**src/rtl/seq_divider_if.sv**
```systemverilog
// Handshake and operand/result bundle for the sequential signed divider.
interface seq_divider_if #(
  parameter int WIDTH = 32
);
  logic             ctrl_DIV;
  logic [WIDTH-1:0] data_operandA;
  logic [WIDTH-1:0] data_operandB;
  logic [WIDTH-1:0] data_result;
  logic             data_exception;
  logic             data_resultRDY;

  modport master (
    output ctrl_DIV, data_operandA, data_operandB,
    input  data_result, data_exception, data_resultRDY
  );

  modport slave (
    input  ctrl_DIV, data_operandA, data_operandB,
    output data_result, data_exception, data_resultRDY
  );
endinterface

```
**src/rtl/seq_divider.sv**
```systemverilog
// Multi-cycle signed divider: restoring shift-subtract on magnitudes, one
// quotient bit per clock, quotient truncated toward zero. A start pulse
// launches an op (restarting any op in flight); a one-cycle ready pulse
// reports completion, with a divide-by-zero flag valid alongside it.
module seq_divider #(
  parameter int WIDTH = 32
) (
  input  logic         clock,
  input  logic         reset,
  seq_divider_if.slave bus
);
  localparam int CW = (WIDTH > 1) ? $clog2(WIDTH) : 1;

  localparam logic [1:0] S_IDLE = 2'd0;
  localparam logic [1:0] S_RUN  = 2'd1;
  localparam logic [1:0] S_DONE = 2'd2;

  logic [1:0]       r_state;
  logic [CW-1:0]    r_cnt;
  logic [WIDTH-1:0] r_rem;
  logic [WIDTH-1:0] r_quo;
  logic [WIDTH-1:0] r_div;
  logic             r_neg;
  logic             r_div0;
  logic [WIDTH-1:0] r_result;
  logic             r_exc;
  logic             r_rdy;

  logic [WIDTH-1:0] w_absA;
  logic [WIDTH-1:0] w_absB;
  logic [WIDTH:0]   w_shift;
  logic [WIDTH:0]   w_trial;

  // Operand magnitudes; the most negative value maps to 2^(WIDTH-1) unsigned.
  // The shifted partial remainder fits in WIDTH bits because rem < |B|, so the
  // extra top bit only serves as the borrow of the trial subtraction.
  always_comb begin
    w_absA  = bus.data_operandA[WIDTH-1] ? -bus.data_operandA : bus.data_operandA;
    w_absB  = bus.data_operandB[WIDTH-1] ? -bus.data_operandB : bus.data_operandB;
    w_shift = {r_rem, r_quo[WIDTH-1]};
    w_trial = w_shift - {1'b0, r_div};
  end

  // Control FSM and datapath; a start pulse takes priority in every state.
  always_ff @(posedge clock or posedge reset) begin
    if (reset) begin
      r_state  <= S_IDLE;
      r_cnt    <= '0;
      r_rem    <= '0;
      r_quo    <= '0;
      r_div    <= '0;
      r_neg    <= 1'b0;
      r_div0   <= 1'b0;
      r_result <= '0;
      r_exc    <= 1'b0;
      r_rdy    <= 1'b0;
    end else begin
      r_rdy <= 1'b0;
      r_exc <= 1'b0;
      if (bus.ctrl_DIV) begin
        r_quo   <= w_absA;
        r_div   <= w_absB;
        r_neg   <= bus.data_operandA[WIDTH-1] ^ bus.data_operandB[WIDTH-1];
        r_rem   <= '0;
        r_cnt   <= '0;
        r_div0  <= (bus.data_operandB == '0);
        r_state <= (bus.data_operandB == '0) ? S_DONE : S_RUN;
      end else begin
        case (r_state)
          S_RUN: begin
            if (!w_trial[WIDTH]) begin
              r_rem <= w_trial[WIDTH-1:0];
              r_quo <= {r_quo[WIDTH-2:0], 1'b1};
            end else begin
              r_rem <= w_shift[WIDTH-1:0];
              r_quo <= {r_quo[WIDTH-2:0], 1'b0};
            end
            r_cnt <= r_cnt + CW'(1);
            if (r_cnt == CW'(WIDTH - 1)) begin
              r_state <= S_DONE;
            end
          end
          S_DONE: begin
            if (r_div0) begin
              r_result <= '0;
              r_exc    <= 1'b1;
            end else begin
              r_result <= r_neg ? -r_quo : r_quo;
            end
            r_rdy   <= 1'b1;
            r_state <= S_IDLE;
          end
          default: r_state <= S_IDLE;
        endcase
      end
    end
  end

  assign bus.data_result    = r_result;
  assign bus.data_exception = r_exc;
  assign bus.data_resultRDY = r_rdy;
endmodule

```
**src/flat_wrapper.sv**
```systemverilog
// flat-port wrapper written by rule: the top's interface ports become plain ports
module seq_divider_flat 
#(
  parameter int WIDTH = 32
)
  (clock, reset, bus_ctrl_DIV, bus_data_operandA, bus_data_operandB, bus_data_result, bus_data_exception, bus_data_resultRDY);
  seq_divider_if #(.WIDTH(WIDTH)) bus_i ();
  input  logic clock;
  input  logic reset;
  input wire logic [$bits(bus_i.ctrl_DIV)-1:0] bus_ctrl_DIV;
  input wire logic [$bits(bus_i.data_operandA)-1:0] bus_data_operandA;
  input wire logic [$bits(bus_i.data_operandB)-1:0] bus_data_operandB;
  output wire logic [$bits(bus_i.data_result)-1:0] bus_data_result;
  output wire logic [$bits(bus_i.data_exception)-1:0] bus_data_exception;
  output wire logic [$bits(bus_i.data_resultRDY)-1:0] bus_data_resultRDY;
  assign bus_i.ctrl_DIV = bus_ctrl_DIV;
  assign bus_i.data_operandA = bus_data_operandA;
  assign bus_i.data_operandB = bus_data_operandB;
  assign bus_data_result = bus_i.data_result;
  assign bus_data_exception = bus_i.data_exception;
  assign bus_data_resultRDY = bus_i.data_resultRDY;
  seq_divider #(.WIDTH(WIDTH)) u_core (.clock(clock), .reset(reset), .bus(bus_i));
endmodule
```
**config.mk**
```make
export PLATFORM = sky130hd
export DESIGN_NAME = seq_divider_flat
export DESIGN_NICKNAME = d
export VERILOG_FILES = /design/src/rtl/seq_divider_if.sv /design/src/rtl/seq_divider.sv /design/src/flat_wrapper.sv
export SDC_FILE = /design/constraint.sdc
export NUM_CORES = 1
export LEC_CHECK = 0
export ABC_AREA = 1
export CAP_MARGIN = 30
export CORE_ASPECT_RATIO = 1.1
export CORE_MARGIN = 1.5
export CORE_UTILIZATION = 32
export CTS_CLUSTER_DIAMETER = 100
export DETAILED_ROUTE_END_ITERATION = 7
export SLEW_MARGIN = 10
export SYNTH_ARGS = -nofsm -noshare
export SYNTH_HDL_FRONTEND = slang
export SYNTH_SLANG_ARGS = --single-unit
```
**constraint.sdc**
```tcl
create_clock -name clock -period 5.3 [get_ports clock]
set_input_delay 0.795 -clock clock [delete_from_list [all_inputs] [get_ports clock]]
set_output_delay 0.795 -clock clock [all_outputs]
set_load 0.01 [all_outputs]
```
==> results_dict.tcl, run 1 <==
set metrics [dict create \
    timing.final.setup_violations 0 \
    finish.net_count 1892 \
    timing_max_transition_violations_final 0 \
    yosysTopAreaCell "dfrtp_1" \
    htree_levels 4 \
    timing.final.crit_share 0.561 \
    report.final.hold_viol_count 0 \
    p_switching_mw 1.24 \
    tritoncts "built" \
    syn_area_um2 10800 \
    routed_wirelength_um 33500 \
    io_buffer_count 100 \
    p_leak_nw 6.69 \
    synth_area_leaders "dfrtp_1, nand2_1, inv_1" \
    areaGrowthSynthToFinish_pct 18.7 \
    cp_max_fo 31 \
    syn_inst 1703 \
    globalplace.congestion 0.979 \
    layout.filler_cells 3587 \
    layout-drive-gt1-share 0.0461 \
    fmaxAchievable_ghz 0.336 \
    place_ws_ps 2090 \
    global_route.usage.met3 0.0285 \
    share_clk_of_total_power 0.355 \
    iteration_0_drc_markers 606 \
    setup.reg_to_reg.worst_slack_ps 2330 \
    cts.root.buffer_cell "clkbuf_16" \
    worstSetupEndpointType "flip-flop" \
    power.sequential.fraction 0.377 \
    antenna_found_initial 0 \
    post-synth-top-count-cell "nand2_1" \
    die_area_um2 34900 \
    initial_core_util 0.325 \
    vdd_ir_drop_max_v 0.000223 \
    netlist_top_cells_count "nand2_1, inv_1, nand3_1" \
    ys_types 46 \
    grt_util_all_layers 0.199 \
    num_rows 70 \
    critical_path_start_end_classification "reg -> reg" \
    pin_count_of_the_biggest_net_entering_global_routing 70 \
    clock_path_buffers 2 \
    timing.setup.tns_ps 0 \
    power.density_nw_per_um2 271 \
    cp-start-kind "flip-flop" \
    grt.met1_usage 0.238 \
    hpwl_um 26300 \
    syn-num-nets 1808 \
    max_slew_margin_vs_limit 0.427 \
    data_arrival_time_at_the_worst_slack_endpoint_ps 3300 \
    synth.yosys.warnings 0 \
    synthFlopType "dfrtp_1" \
    vias_per_cell 4.87 \
    drt_first_pass_iters 8 \
    postCtsSetupBuffers 0 \
    hold_buffers 0 \
    vias 10900 \
    min-delay-path-class "reg -> reg" \
    global_route.peak_usage_layer "met2" \
    antenna_left 0 \
    fin_total_pwr_mw 3.49 \
    worst_slew_pin_slew_ps 857 \
    globalRouteOverflowTotal 0 \
    cts_resized 0 \
    top_level_ports 101 \
    cellInternalPower_mw 2.25 \
    synth_top_area_frac 0.321 \
    p_comb_frac 0.268 \
    timing.final.ws_setup_ps 2330 \
    wl_per_cell_um 15.0 \
    worst_skew_pair.late_latency_ps 440 \
    via_count_of_the_first_global_routing_pass 10600 \
    maxCapViolCount 0 \
    final.setup_skew_ps 18.4 \
    status "completed" \
    core_um2 33300 \
    first_pass_grt_wire_length_um 54300 \
    tritoncts.num_buffers 17 \
    postSynthRegisterBits 139 \
    placed_cells_incl_taps 2199 \
    async_reset_ff_frac 1.00 \
    chipHeight_um 196 \
    clk_transition_reported_paths_ps 80 \
    switching_share 0.355 \
    drc_errors 0 \
    rsz0062_at_grt "no" \
    grt.met2_usage 0.341 \
    final_util 0.386 \
    final-instance-count-excl-fill 2232 \
    final_period_minus_worst_setup_slack_ps 2970 \
    cts.sinks 139 \
    syn-mean-instance-area_um2 6.36 \
    antenna_cells 0 \
    worst-endpoint-required_ps 5630 \
    die_w_um 178 \
    synth_edf_count 0 \
    ys_seq_area_frac 0.321 \
]
stage by stage:
step	cell area, um2	hold WS (ps)
6_report	12900	463
5_1_grt	12900	500
4_1_cts	12800	469
3_5_place_dp	12200	461
3_3_place_gp	12200	455
2_1_floorplan	10800	434
area by class of cell:
type	instances	area, um2	share of cell area
repair buffers	111	1080	0.0837
clock buffers	17	425	0.0331
multi-input cells	1230	6060	0.471
flip-flops and latches	139	3480	0.271
well taps	432	541	0.0421
inverters	288	1090	0.0845
clock inverters	15	189	0.0147
cell families (layout without fill, tap and decap cells):
group | count (synthesis) | count (layout) | share of synthesized area
buffers and inverters | 334 | 431 | 0.120
xor gates and xnor gates | 45 | 45 | 0.0364
AOI/OAI and AO/OA | 204 | 204 | 0.109
DFF | 139 | 139 | 0.321
adders and majority gates | 38 | 38 | 0.0446
and+or+nand+nor | 943 | 943 | 0.369
cell usage in the layout, fill, tap and decap left out, drive strengths merged, types with 17 or more instances in the layout:
| cell | synthesis | final |
|---|---|---|
| nand4 | 17 | 17 |
| dfrtp | 139 | 139 |
| o21ai | 101 | 101 |
| nor2 | 141 | 141 |
| o221ai | 19 | 19 |
| a21oi | 51 | 51 |
| xnor2 | 18 | 18 |
| clkbuf | 32 | 17 |
| nor3 | 26 | 26 |
| nand2 | 563 | 563 |
| ha | 37 | 37 |
| nand3 | 178 | 178 |
| clkdlybuf4s50 | 0 | 99 |
| xor2 | 27 | 27 |
| inv | 287 | 294 |
critical path: stages, from the launching register on:
cell and delay, ps:
dfrtp_1 500, ha_1 190, inv_1 70, fa_1 410, nand2_1 90, nand2_1 90, nand3_1 110, nand2_1 140
nand2_1 100, nand2_2 110, nand2_2 130, nand2_2 80, nand2_2 100, nand2_4 260, nand2_2 270, nand2_1 100
nand2_1 70, nand2_1 50
state kept, by name (all words and copies together), names as in the netlist, 2 cells and up:
name	count
u_core.bus.data_result	32
u_core.r_div	32
u_core.r_quo	32
u_core.r_rem	32
u_core.r_cnt	5
u_core.r_state	2
routing by layer:
metal | vias up | share of wire
li1 | 5569 | -
met1 | 4983 | 0.43
met2 | 253 | 0.48
met3 | 71 | 0.043
met4 | 0 | 0.049
met5 | - | 0
final timing paths:
kind / startpoint / end / cells past startpoint
worst min register to register: u_core.r_cnt[3] / u_core.r_cnt[3] / 1
worst max-delay path: u_core.r_div[0] / u_core.r_rem[31] / 17
worst min-delay path: u_core.r_cnt[3] / u_core.r_cnt[3] / 1
worst max register to register: u_core.r_div[0] / u_core.r_rem[31] / 17
max in group asynchronous: reset / u_core.r_div[29] / 3
min in group asynchronous: reset / u_core.bus.data_result[28] / 2
power by group through the flow:
stage	clock network (mW)	logic, mW	registers (mW)
6_report	1.24	0.935	1.32
5_1_grt	1.30	1.05	1.34
4_1_cts	1.26	0.942	1.32
3_5_place_dp	0	0.938	1.34
3_3_place_gp	0	0.930	1.33
2_1_floorplan	0	0.506	1.35
(Power assumes the default switching activity.)
==> run 2, diff against run 1 <==
==> constraint.sdc (replaced) <==
create_clock -name clock -period 3.1 [get_ports clock]
set_input_delay 0.465 -clock clock [delete_from_list [all_inputs] [get_ports clock]]
set_output_delay 0.465 -clock clock [all_outputs]
set_load 0.01 [all_outputs]
==> results_dict.tcl, run 2 (synthesized netlist as in run 1, its figures left out) <==
set metrics [dict create \
    clk_transition_reported_paths_ps 70 \
    placed_area_um2 12300 \
    hold_buffers 0 \
    globalRouteOverflowTotal 0 \
    report.final.hold_viol_count 0 \
    io_buffer_count 100 \
    final-instance-count-excl-fill 2234 \
    cts.sinks 139 \
    vdd_ir_drop_max_v 0.000354 \
    die_w_um 178 \
    tritoncts.num_buffers 17 \
    num_rows 70 \
    hpwl_um 26600 \
    worst_skew_pair.late_latency_ps 440 \
    die_area_um2 34900 \
    postCtsSetupBuffers 0 \
    timing.setup.tns_ps 0 \
    drc_errors 0 \
    setup.worst_path.end "u_core.r_rem[30]" \
    pin_count_of_the_biggest_net_entering_global_routing 140 \
    wl_per_cell_um 15.2 \
    timing.final.crit_share 0.889 \
    placed_cells_incl_taps 2202 \
    layout.filler_cells 3677 \
    grt_util_all_layers 0.202 \
    via_count_of_the_first_global_routing_pass 10500 \
    globalplace.congestion 0.900 \
    worst-endpoint-required_ps 3430 \
    antenna_left 0 \
    vias_per_cell 4.88 \
    core_um2 33300 \
    layout_common_cells "nand2_1, inv_1, nand3_1, dfrtp_1, nor2_1" \
    worstSetupEndpointType "flip-flop" \
    layout-drive-gt1-share 0.0466 \
    initial_core_util 0.325 \
    mostFrequentLayoutCell "nand2_1" \
    fmaxAchievable_ghz 0.363 \
    rsz0062_at_grt "no" \
    p_leak_nw 6.69 \
    max_slew_margin_vs_limit 0.425 \
    min-delay-path-class "in -> reg" \
    htree_levels 4 \
    final.setup_skew_ps 11.5 \
    status "completed" \
    timing_max_transition_violations_final 0 \
    maxCapViolCount 0 \
    cp_max_fo 31 \
    iteration_0_drc_markers 745 \
    drt_first_pass_iters 6 \
    hold-worst-slack_ps 303 \
    final_util 0.387 \
    routed_wirelength_um 34000 \
    worstReg2RegStart "u_core.r_quo[31]" \
    setup.reg_to_reg.worst_slack_ps 350 \
    finalInstanceArea_um2 12900 \
    areaGrowthSynthToFinish_pct 18.9 \
    power.density_nw_per_um2 467 \
    antenna_cells 0 \
    r2r-end "u_core.r_rem[30]" \
    tritoncts "built" \
    final_period_minus_worst_setup_slack_ps 2750 \
    worst-r2r-cell-count 18 \
    cts_resized 0 \
    critical_path_origin "u_core.r_quo[31]" \
    vias 10900 \
    worst_slew_pin_slew_ps 863 \
    first_pass_grt_wire_length_um 55300 \
    critical_path_start_end_classification "reg -> reg" \
    data_arrival_time_at_the_worst_slack_endpoint_ps 3080 \
    cp-start-kind "flip-flop" \
    cts.root.buffer_cell "clkbuf_16" \
    antenna_found_initial 0 \
    hold_path_depth 2 \
    timing.final.setup_violations 0 \
    top_level_ports 101 \
    clock_path_buffers 2 \
    chipHeight_um 196 \
    finish.net_count 1894 \
]
-- run 2: per-stage QoR --
step	power (mW)	setup slack [ps]
after floorplan	3.18	889
after global placement	3.88	133
after detailed placement	3.90	136
after CTS	6.06	281
after global routing	6.35	15.2
final	6.01	345
-- run 2: worst max-delay path, cell delays in order (launching register included) --
cell and delay [ps]:
dfrtp_1 360, inv_1 150, ha_1 180, inv_1 70, fa_1 400, nand2_1 90
nand2_1 80, nand3_1 90, nand2_1 120, nand2_1 100, nand2_2 70, nand2_2 90
nand2_2 70, nand2_2 100, nand2_4 240, nand2_2 240, nand2_1 70, nand2_1 70
nand2_1 50
-- run 2: worst min path at each step --
| stage | startpoint | end | slack, ps |
|---|---|---|---|
| CTS | bus_ctrl_DIV | u_core.bus.data_resultRDY | 280 |
| detailed placement | u_core.r_cnt[3] | u_core.r_cnt[3] | 460 |
| floorplan | u_core.r_cnt[3] | u_core.r_cnt[3] | 430 |
| global placement | u_core.r_cnt[3] | u_core.r_cnt[3] | 450 |
| global route | bus_ctrl_DIV | u_core.bus.data_resultRDY | 300 |
| finish | bus_ctrl_DIV | u_core.bus.data_resultRDY | 300 |
-- run 2: metal layers --
layer  part of all wire  global-route usage  wire length (um)
met1               0.44               0.252             15000
met2               0.48               0.348             16500
met3              0.037              0.0260              1260
met4              0.035              0.0883              1200
met5                  0                   0                 0
-- run 2: area by class of cell --
class / instances / area (um2) / area share
Sequential cell: 139 / 3480 / 0.270
Inverter: 288 / 1080 / 0.0843
Timing Repair Buffer: 113 / 1110 / 0.0859
Clock inverter: 14 / 175 / 0.0136
Clock buffer: 18 / 429 / 0.0333
Multi-Input combinational cell: 1230 / 6060 / 0.471
Tap cell: 432 / 541 / 0.0420
-- run 2: power by group --
| part | leakage, nW | total (mW) | internal (mW) | switching [mW] |
|---|---|---|---|---|
| clock network | 0.295 | 2.14 | 1.22 | 0.923 |
| logic | 4.63 | 1.62 | 0.681 | 0.937 |
| registers | 1.77 | 2.24 | 2.07 | 0.173 |
==> run 3, diff against run 2 <==
--- a/config.mk
+++ b/config.mk
@@ -8,7 +8,7 @@
 export ABC_AREA = 1
 export CAP_MARGIN = 30
 export CORE_ASPECT_RATIO = 1.1
-export CORE_MARGIN = 1.5
+export CORE_MARGIN = 3
 export CORE_UTILIZATION = 32
 export CTS_CLUSTER_DIAMETER = 100
 export DETAILED_ROUTE_END_ITERATION = 7
==> results_dict.tcl, run 3 (synthesized netlist as in run 1, its figures left out) <==
set metrics [dict create \
    status "completed" \
    mostFrequentLayoutCell "nand2_1" \
    cp-start-kind "flip-flop" \
    min-delay-path-class "in -> async" \
    worst_slew_pin_slew_ps 634 \
    max_slew_margin_vs_limit 0.577 \
    timing.final.crit_share 0.876 \
    tritoncts "built" \
    path_common_cell "nand2_1" \
    cts.sinks 139 \
    switching_share 0.349 \
    clk_transition_reported_paths_ps 70 \
    place_ws_ps 122 \
    vias 10800 \
    hold-worst-slack_ps 314 \
    final-instance-count-excl-fill 2237 \
    globalRouteOverflowTotal 0 \
    drc_errors 0 \
    worstSetupEndpointType "flip-flop" \
    timing.setup.tns_ps 0 \
    placed_cells_incl_taps 2205 \
    final.setup_skew_ps 13.8 \
    data_arrival_time_at_the_worst_slack_endpoint_ps 3040 \
    layout_common_cells "nand2_1, inv_1, nand3_1, dfrtp_1, nor2_1" \
    initial_core_util 0.325 \
    fin_total_pwr_mw 5.88 \
    chipHeight_um 199 \
    finish.net_count 1897 \
    top_level_ports 101 \
    top_layer_in_use "met4" \
    critical_path_start_end_classification "reg -> reg" \
    globalplace.congestion 0.969 \
    final_util 0.387 \
    wl_met2_um 16300 \
    rsz0062_at_grt "no" \
    slowest_stage "fa_1" \
    layout-drive-gt1-share 0.0488 \
    hold_buffers 0 \
    timing.critical_path.cells "inv_1 -> ha_1 -> inv_1 -> fa_1 -> nand2_1 -> nand2_1 -> nand3_1 -> nand2_1 -> nand2_1 -> nand2_2 -> nand2_2 -> nand2_2 -> nand2_2 -> nand2_8 -> nand2_2 -> nand2_1 -> nand2_1 -> nand2_1" \
    cts_resized 0 \
    die_w_um 181 \
    timing.final.setup_violations 0 \
    power.sequential.fraction 0.382 \
    num_rows 70 \
    vias_per_cell 4.82 \
    antenna_left 0 \
    power.density_nw_per_um2 457 \
    placed_area_um2 12300 \
    core_um2 33300 \
    p_leak_nw 6.69 \
    tritoncts.num_buffers 17 \
    cts.root.buffer_cell "clkbuf_16" \
    wl_met3_um 1300 \
    hpwl_um 26900 \
    wl_per_cell_um 15.3 \
    htree_levels 4 \
    cp_max_fo 31 \
    maxCapViolCount 0 \
    cellInternalPower_mw 3.83 \
    worst_skew_pair.late_latency_ps 430 \
    die_area_um2 36100 \
    fmaxAchievable_ghz 0.368 \
    antenna_cells 0 \
    clock_path_buffers 2 \
    grt_util_all_layers 0.191 \
    first_pass_grt_wire_length_um 54900 \
    routedLengthMet1_um 14900 \
    timing_max_transition_violations_final 0 \
    vdd_ir_drop_max_v 0.000375 \
    worst-endpoint-required_ps 3420 \
    critical_path.max_stage_delay_ps 400 \
    antenna_found_initial 0 \
    timing.final.ws_setup_ps 386 \
    iteration_0_drc_markers 762 \
    final_period_minus_worst_setup_slack_ps 2710 \
    postCtsSetupBuffers 0 \
    pin_count_of_the_biggest_net_entering_global_routing 69 \
    drt_first_pass_iters 8 \
    p_switching_mw 2.05 \
    share_clk_of_total_power 0.343 \
    io_buffer_count 100 \
    routed_wirelength_um 34200 \
    via_count_of_the_first_global_routing_pass 10400 \
    report.final.hold_viol_count 0 \
    finalInstanceArea_um2 12900 \
    p_comb_frac 0.274 \
    areaGrowthSynthToFinish_pct 18.9 \
]
==> run 3: changes by cell type in the layout (fill, tap and decap cells not counted), sizes merged <==
cell / delta
clkinvlp: +2
bufinv: -2
inv: -1
buf: +3
clkinv: +1
==> run 3: power groups by stage <==
| stage | combinational [mW] | sequential, mW | clock [mW] |
|---|---|---|---|
| after global placement | 1.60 | 2.28 | 0 |
| final | 1.61 | 2.25 | 2.02 |
| after floorplan | 0.866 | 2.31 | 0 |
| after detailed placement | 1.62 | 2.28 | 0 |
| after CTS | 1.63 | 2.25 | 2.05 |
| after global routing | 1.80 | 2.28 | 2.13 |
==> run 3: cell type report <==
type | count | area (um2)
multi-input cells | 1230 | 6070
clock buffers | 18 | 439
clock inverters | 14 | 123
repair buffers | 116 | 1140
flip-flops and latches | 139 | 3480
inverters | 288 | 1080
well taps | 432 | 541
fillers | 3596 | 20400
==> run 3: layer usage <==
| layer | global-route usage | up-vias |
|---|---|---|
| li1 | - | 5570 |
| met1 | 0.234 | 4870 |
| met2 | 0.326 | 271 |
| met3 | 0.0283 | 80 |
| met4 | 0.0985 | 0 |
| met5 | 0 | - |
==> run 3: worst max-delay path, delay by kind of cell, from the launching register on <==
kind	cells	cell delay, ps
AND/OR/NAND/NOR	14	1450
adder cells (fa/ha/maj)	2	570
flip-flops	1	360
buffers and inverters	2	200
==> run 3: final timing paths <==
kind | start | to | slack (ps) | cells past startpoint
worst min register to register | u_core.r_cnt[3] | u_core.r_cnt[3] | 470 | 1
worst max register to register | u_core.r_quo[31] | u_core.r_rem[28] | 390 | 18
worst min-delay path | reset | u_core.bus.data_result[28] | 310 | 2
max in group asynchronous | reset | u_core.r_rem[20] | 2140 | 3
worst max-delay path | u_core.r_quo[31] | u_core.r_rem[28] | 390 | 18
min in group clock | u_core.r_cnt[3] | u_core.r_cnt[3] | 470 | 1
